$ cat src/rtl/io_bus_arbiter.sv
// io_bus_arbiter: shares the single I/O controller slave port between the CPU
// data port (m0) and the DMA/boot loader (m1). Round-robin grant, one slave
// transaction at a time, with a watchdog that terminates a stuck access.
module io_bus_arbiter #(
    parameter int unsigned TIMEOUT  = 255,
    parameter logic [31:0] ERR_DATA = 32'hFFFF_FFFF
) (
    input  logic        clk,
    input  logic        rst,

    input  logic        m0_read,
    input  logic        m0_write,
    input  logic [10:0] m0_address,
    input  logic [31:0] m0_data_in,
    input  logic [3:0]  m0_be,
    output logic [31:0] m0_data_out,
    output logic        m0_wait,
    output logic        m0_err,

    input  logic        m1_read,
    input  logic        m1_write,
    input  logic [10:0] m1_address,
    input  logic [31:0] m1_data_in,
    input  logic [3:0]  m1_be,
    output logic [31:0] m1_data_out,
    output logic        m1_wait,
    output logic        m1_err,

    output logic        s_read,
    output logic        s_write,
    output logic [10:0] s_address,
    output logic [31:0] s_data_in,
    output logic [3:0]  s_be,
    input  logic [31:0] s_data_out,
    input  logic        s_wait,

    output logic [7:0]  timeout_cnt
);

    // A zero TIMEOUT disables the watchdog; keep the counter at least one bit
    // wide so the design still elaborates in that configuration.
    localparam int CNT_W = (TIMEOUT > 0) ? $clog2(TIMEOUT + 1) : 1;
    localparam logic [CNT_W-1:0] CNT_LAST = (TIMEOUT > 0) ? CNT_W'(TIMEOUT - 1) : '0;

    typedef enum logic [1:0] {
        IDLE   = 2'd0,
        ACCESS = 2'd1,
        DONE   = 2'd2
    } state_t;

    state_t           state;
    state_t           state_next;

    logic             req0;
    logic             req1;
    logic             grant_pick;   // master chosen this cycle when in IDLE
    logic             grant;        // master owning the current transaction
    logic             last_grant;   // master served by the previous transaction
    logic             is_write;
    logic [31:0]      rdata;
    logic             err;
    logic [CNT_W-1:0] cnt;
    logic             timed_out;

    assign req0 = m0_read | m0_write;
    assign req1 = m1_read | m1_write;

    // The watchdog fires on the TIMEOUT-th access cycle that still sees s_wait.
    assign timed_out = (state == ACCESS) && s_wait && (TIMEOUT != 0) && (cnt == CNT_LAST);

    // Round-robin choice and next-state logic.
    always_comb begin
        // NOTE: every variable gets a default first so no path can infer a latch.
        state_next = state;
        grant_pick = (req0 && req1) ? ~last_grant : req1;
        case (state)
            IDLE:    if (req0 || req1) state_next = ACCESS;
            ACCESS:  if (!s_wait || timed_out) state_next = DONE;
            DONE:    state_next = IDLE;
            default: state_next = IDLE;
        endcase
    end

    // State register.
    always_ff @(posedge clk) begin
        // NOTE: non-blocking assignments keep every register updating from
        // pre-edge values, independent of statement order.
        if (rst) state <= IDLE;
        else     state <= state_next;
    end

    // Command latch, access counter, completion status and timeout statistics.
    always_ff @(posedge clk) begin
        if (rst) begin
            grant       <= 1'b0;
            last_grant  <= 1'b1;
            is_write    <= 1'b0;
            s_address   <= '0;
            s_data_in   <= '0;
            s_be        <= '0;
            rdata       <= '0;
            err         <= 1'b0;
            cnt         <= '0;
            timeout_cnt <= '0;
        end else begin
            case (state)
                IDLE: begin
                    if (req0 || req1) begin
                        grant <= grant_pick;
                        cnt   <= '0;
                        if (grant_pick) begin
                            is_write  <= m1_write;
                            s_address <= m1_address;
                            s_data_in <= m1_data_in;
                            s_be      <= m1_be;
                        end else begin
                            is_write  <= m0_write;
                            s_address <= m0_address;
                            s_data_in <= m0_data_in;
                            s_be      <= m0_be;
                        end
                    end
                end
                ACCESS: begin
                    if (!s_wait) begin
                        if (!is_write) rdata <= s_data_out;
                        err <= 1'b0;
                    end else if (timed_out) begin
                        rdata <= ERR_DATA;
                        err   <= 1'b1;
                        if (timeout_cnt != 8'hFF) timeout_cnt <= timeout_cnt + 8'd1;
                    end else if (TIMEOUT != 0) begin
                        cnt <= cnt + 1'b1;
                    end
                end
                DONE: begin
                    last_grant <= grant;
                end
                default: ;
            endcase
        end
    end

    // Slave strobes are only active during ACCESS; IDLE and DONE give the
    // slave a strobe-free cycle between transactions.
    assign s_read  = (state == ACCESS) && !is_write;
    assign s_write = (state == ACCESS) &&  is_write;

    // Completion is reported only to the granted master, only in DONE.
    assign m0_wait     = !((state == DONE) && !grant);
    assign m0_data_out = ((state == DONE) && !grant) ? rdata : 32'd0;
    assign m0_err      = (state == DONE) && !grant && err;

    assign m1_wait     = !((state == DONE) && grant);
    assign m1_data_out = ((state == DONE) && grant) ? rdata : 32'd0;
    assign m1_err      = (state == DONE) && grant && err;

endmodule

$ cat config.mk
export PLATFORM = sky130hd
export DESIGN_NAME = io_bus_arbiter
export DESIGN_NICKNAME = d
export VERILOG_FILES = /design/src/rtl/io_bus_arbiter.sv
export SDC_FILE = /design/constraint.sdc
export NUM_CORES = 1
export LEC_CHECK = 0
export ABC_CLOCK_PERIOD_IN_PS = 5250
export CORE_ASPECT_RATIO = 0.9
export CORE_MARGIN = 2
export CORE_UTILIZATION = 39
export CTS_BUF_LIST = sky130_fd_sc_hd__clkbuf_16
export DETAILED_ROUTE_END_ITERATION = 7
export PLACE_DENSITY = 0.8
export SYNTH_ARGS = -nofsm -noshare
export SYNTH_HDL_FRONTEND = slang
export SYNTH_SLANG_ARGS = --single-unit
$ cat constraint.sdc
create_clock -name clk -period 5.25 [get_ports clk]
set_clock_uncertainty 0.2 [all_clocks]
set_input_delay 0.525 -clock clk [delete_from_list [all_inputs] [get_ports clk]]
set_output_delay 0.525 -clock clk [all_outputs]
set_load 0.03 [all_outputs]
**Word level (Yosys, flattened, before mapping)**

Cells that the tools add are included.
Widths: inputs -> output; s select.

- Register bits after elaboration: 101
- Input bits: 133
- Output and inout port bits: 125

- Add/sub/neg operators: 2
- Eq/ne operators: 10
- Multiplexer cells: 19
- Bitwise logic cells: 3
- Reductions and logical operators: 24

Operators with widths:

| cell | number |
|---|---|
| $mux 32 | 6 |
| $mux 8 | 3 |
| $add 8x1->8 const B | 2 |
| $pmux 8 s2 | 1 |
| $mux 11 | 1 |
| $logic_and 1x1->1 | 9 |
| $eq 8x8->1 const B | 1 |
| $ne 2x2->1 const B | 4 |
| $ne 8x8->1 const B | 1 |
| $reduce_and 4->1 | 2 |
| $reduce_and 2->1 | 3 |
| $logic_not 1->1 | 5 |
| $mux 1 | 4 |
| $mux 2 | 2 |
| $mux 4 | 1 |
| $ne 2x1->1 const B | 2 |
| $pmux 2 s2 | 1 |
| $reduce_and 3->1 | 1 |
| $eq 2x1->1 const B | 1 |
| $eq 2x2->1 const B | 1 |
| $logic_not 2->1 | 1 |
| $logic_or 1x1->1 | 2 |
| $or 1x1->1 | 2 |
| $reduce_bool 2->1 | 1 |
| $not 1->1 | 1 |

**Logic depth before layout (Yosys ltp)**

- Depth after elaboration: 6
- Mapped depth: 8

**Least setup slack after synthesis**

No wires, ideal clock.

- Kind: register -> output
- From: reg state[0]
- To: out m1_data_out[22]
- Arrival: 1.521 ns
- Slack: 3.004 ns
- Cell stages (with the launch flop): 6
- Path buffers: 1
- Path through: dfxtp_1 nand2b_1 nor2_1 inv_1 buf_1 nor2_1

- Word-level cells in the longest chain between the ends: 3

RTL lines:

| item | RTL line | RTL |
|---|---|---|
| start, declared | 51 | `state_t state;` |
| start signal, assigned | 89 | `else state <= state_next;` |
| $eq 2x2->1 | 155 | `assign m1_data_out = ((state == DONE) && grant) ? rdata : 32'd0;` |
| $logic_and 1x1->1 | 155 |  |
| $mux 32 | 155 |  |
| end, declared | 25 | `output logic [31:0] m1_data_out,` |

Every way passes these cells.

**Worst setup path after layout**

- From: reg state[0]
- To: out m1_wait

- Word-level cells in the longest chain between the ends: 3

RTL lines:

| item | RTL line | RTL |
|---|---|---|
| $eq 2x2->1 | 154 | `assign m1_wait = !((state == DONE) && grant);` |
| $logic_and 1x1->1 | 154 |  |
| $logic_not 1->1 | 154 |  |
| end, declared | 26 | `output logic m1_wait,` |

Every way passes these cells.

==> results_dict.tcl <==
set metrics [dict create \
    fmax_ghz 0.300 \
    yosys-top-cells-area "dfxtp_1, mux2i_1, nor2_1" \
    gp_congestion 0.780 \
    clkTransAtPathRegs_ns 0.07 \
    synth_top_family_by_area "compound AO/OA/AOI/OAI gates" \
    start_util 0.397 \
    area_delta_synth_final_pct 62.4 \
    multiInputGateArea_um2 2390 \
    wl_per_cell_um 15.2 \
    syn_inst 556 \
    max-vdd-ir-drop_mv 0.169 \
    viasPerCell 5.04 \
    grt_pass1_wl_um 22500 \
    synth_xor_area_frac 0.00922 \
    slew_headroom 0.259 \
    start_kind "flip-flop" \
    area.sequential_um2 2020 \
    grt_pass1_vias 4581 \
    syn_area_um2 4750 \
    synth-compound-area-share 0.223 \
    crit_required_ns 4.53 \
    powerDensity_nw_per_um2 276 \
    num_io_pins 258 \
    end_kind "primary output" \
    synth-edff-count 0 \
    min_path_type "reg -> reg" \
    cts_setup_buffers 0 \
    setup_viol 0 \
    h-tree-depth 3 \
    slew_viol_final 0 \
    synth_fa_ha_area_frac 0.00790 \
    tns_ns 0 \
    fp.dieW_um 120 \
    drive_gt1_frac 0.0733 \
    worst_pin_slew_ns 1.11 \
    cts_tree "done" \
    portBuffers 257 \
    die_y_um 109 \
    drtPass1Iterations 4 \
    async_flop_share 0 \
    antenna_found_initial 0 \
    cp_data_arrival_time_ns 2.61 \
    worstSkewPairLatency_ns 0.34 \
    netlist.area_leader.share 0.426 \
    rsz0062_at_grt "false" \
    grtUsageTotal 0.214 \
    drt_iter0_drc 284 \
    rows 38 \
    synthMuxAreaShare 0.104 \
    min_period_ns 3.33 \
    synth_simple_gate_area_frac 0.155 \
    syn_area_per_cell_um2 8.54 \
    clock_path_buffers 2 \
    clock_sinks 101 \
    fp.coreArea_um2 12000 \
    timing.final.crit_share 0.635 \
    dp_hpwl_um 10800 \
    finalHoldViolations 0 \
    yosys_warnings 0 \
    numCtsBuffers 9 \
    clock-root-buffer "clkbuf_16" \
    fin_hold_ws_ns 0.299 \
    outcome "completed" \
    post_cts_resized 0 \
    synth-seq-cells 101 \
    ys_seq_area_frac 0.426 \
    vias 4792 \
    n_fill_cell 962 \
    critPathMaxFanout 33 \
    synthMostInstantiatedCell "nor2_1" \
    cts_hold_buffers 0 \
    synth_common_cells "nor2_1, dfxtp_1, a21oi_1" \
    grt_start_max_net_pins 97 \
    overflow 0 \
    antennaDiodeCount 0 \
    critPathKind "reg -> out" \
    drt-total-wl_um 14500 \
    synth_top_area_cell "dfxtp_1" \
    nets 922 \
    leakage_nw 2.94 \
    dieArea_um2 13100 \
    maxCapViolations 0 \
    syn_nets 692 \
    ant_nets 0 \
    drc 0 \
    ys.flop_type "dfxtp_1" \
    synth_cell_types 46 \
]
per-layer routing:
metal  up-vias  GRT usage  wire length (µm)  share of wire
li1       2377          -                 -              -
met1      2192      0.248              5900           0.41
met2       204      0.388              7120           0.49
met3        19     0.0664              1230          0.085
met4         0     0.0540               245          0.017
met5         -          0                 0              0
logic make-up after synthesis:
kind of cell	after synthesis
DFF	101
xor gates and xnor gates	5
and+or+nand+nor	158
muxes	49
adders and majority gates	3
AOI/OAI and AO/OA	155
buffers and inverters	85
through the flow:
step	cells	utilization	instance area [µm²]	setup WS (ns)	power, mW
finish	951	0.644	7710	1.92	2.13
global route	951	0.644	7710	1.75	2.22
CTS	951	0.644	7710	1.94	2.15
detailed placement	935	0.615	7370	1.81	1.38
floorplan	556	-	4750	3.00	1.15
global placement	935	0.615	7370	1.94	1.37
flip-flops by register name, summed over array words and instances, names as in the netlist:
| name | cells |
|---|---|
| rdata | 32 |
| s_data_in | 32 |
| s_address | 11 |
| cnt | 8 |
| timeout_cnt | 8 |
| s_be | 4 |
| state | 2 |
| err | 1 |
| grant | 1 |
| is_write | 1 |
| last_grant | 1 |
power by group:
part           internal, mW  switching, mW  total, mW
clock                 0.469          0.295      0.764
combinational         0.233          0.270      0.503
sequential            0.833         0.0313      0.864
worst paths after layout:
check / slack, ns / end / depth (start not counted) / start
setup reg to reg: 2.18 / rdata[10] / 4 / state[1]
hold reg to reg: 0.30 / rdata[6] / 2 / rdata[6]
hold / removal: 0.30 / rdata[6] / 2 / rdata[6]
setup / recovery: 1.92 / m1_wait / 4 / state[0]
critical path, cell delays in order (launching register included):
cell             delay, ns
dfxtp_1               0.43
nand2b_1              0.17
nor2_1                0.09
inv_1                 0.73
clkdlybuf4s50_1       0.83
area by class of cell:
type,count,share of cell area
repair buffers,261,0.337
well taps,160,0.0260
clock buffers,9,0.0292
flip-flops and latches,101,0.262
multi-input cells,370,0.309
inverters,43,0.0209
clock inverters,7,0.0157
layout by cell type, fill, tap and decap left out, types with 3 or more instances in the layout:
| cell type | instances |
|---|---|
| nand2b_1 | 3 |
| o31ai_1 | 4 |
| bufinv_16 | 3 |
| nor2_1 | 110 |
| o211ai_1 | 3 |
| or4_1 | 4 |
| mux2i_1 | 47 |
| ha_1 | 3 |
| dfxtp_1 | 101 |
| inv_1 | 43 |
| nand2_1 | 10 |
| o21ai_0 | 50 |
| or3_1 | 5 |
| buf_4 | 4 |
| clkdlybuf4s50_1 | 256 |
| xnor2_1 | 3 |
| a21oi_1 | 56 |
| a211oi_2 | 30 |
| a211oi_1 | 3 |
| clkbuf_16 | 9 |
| and2_1 | 3 |
| nand3_1 | 3 |
No activity file was read; power rests on OpenSTA's default activity.
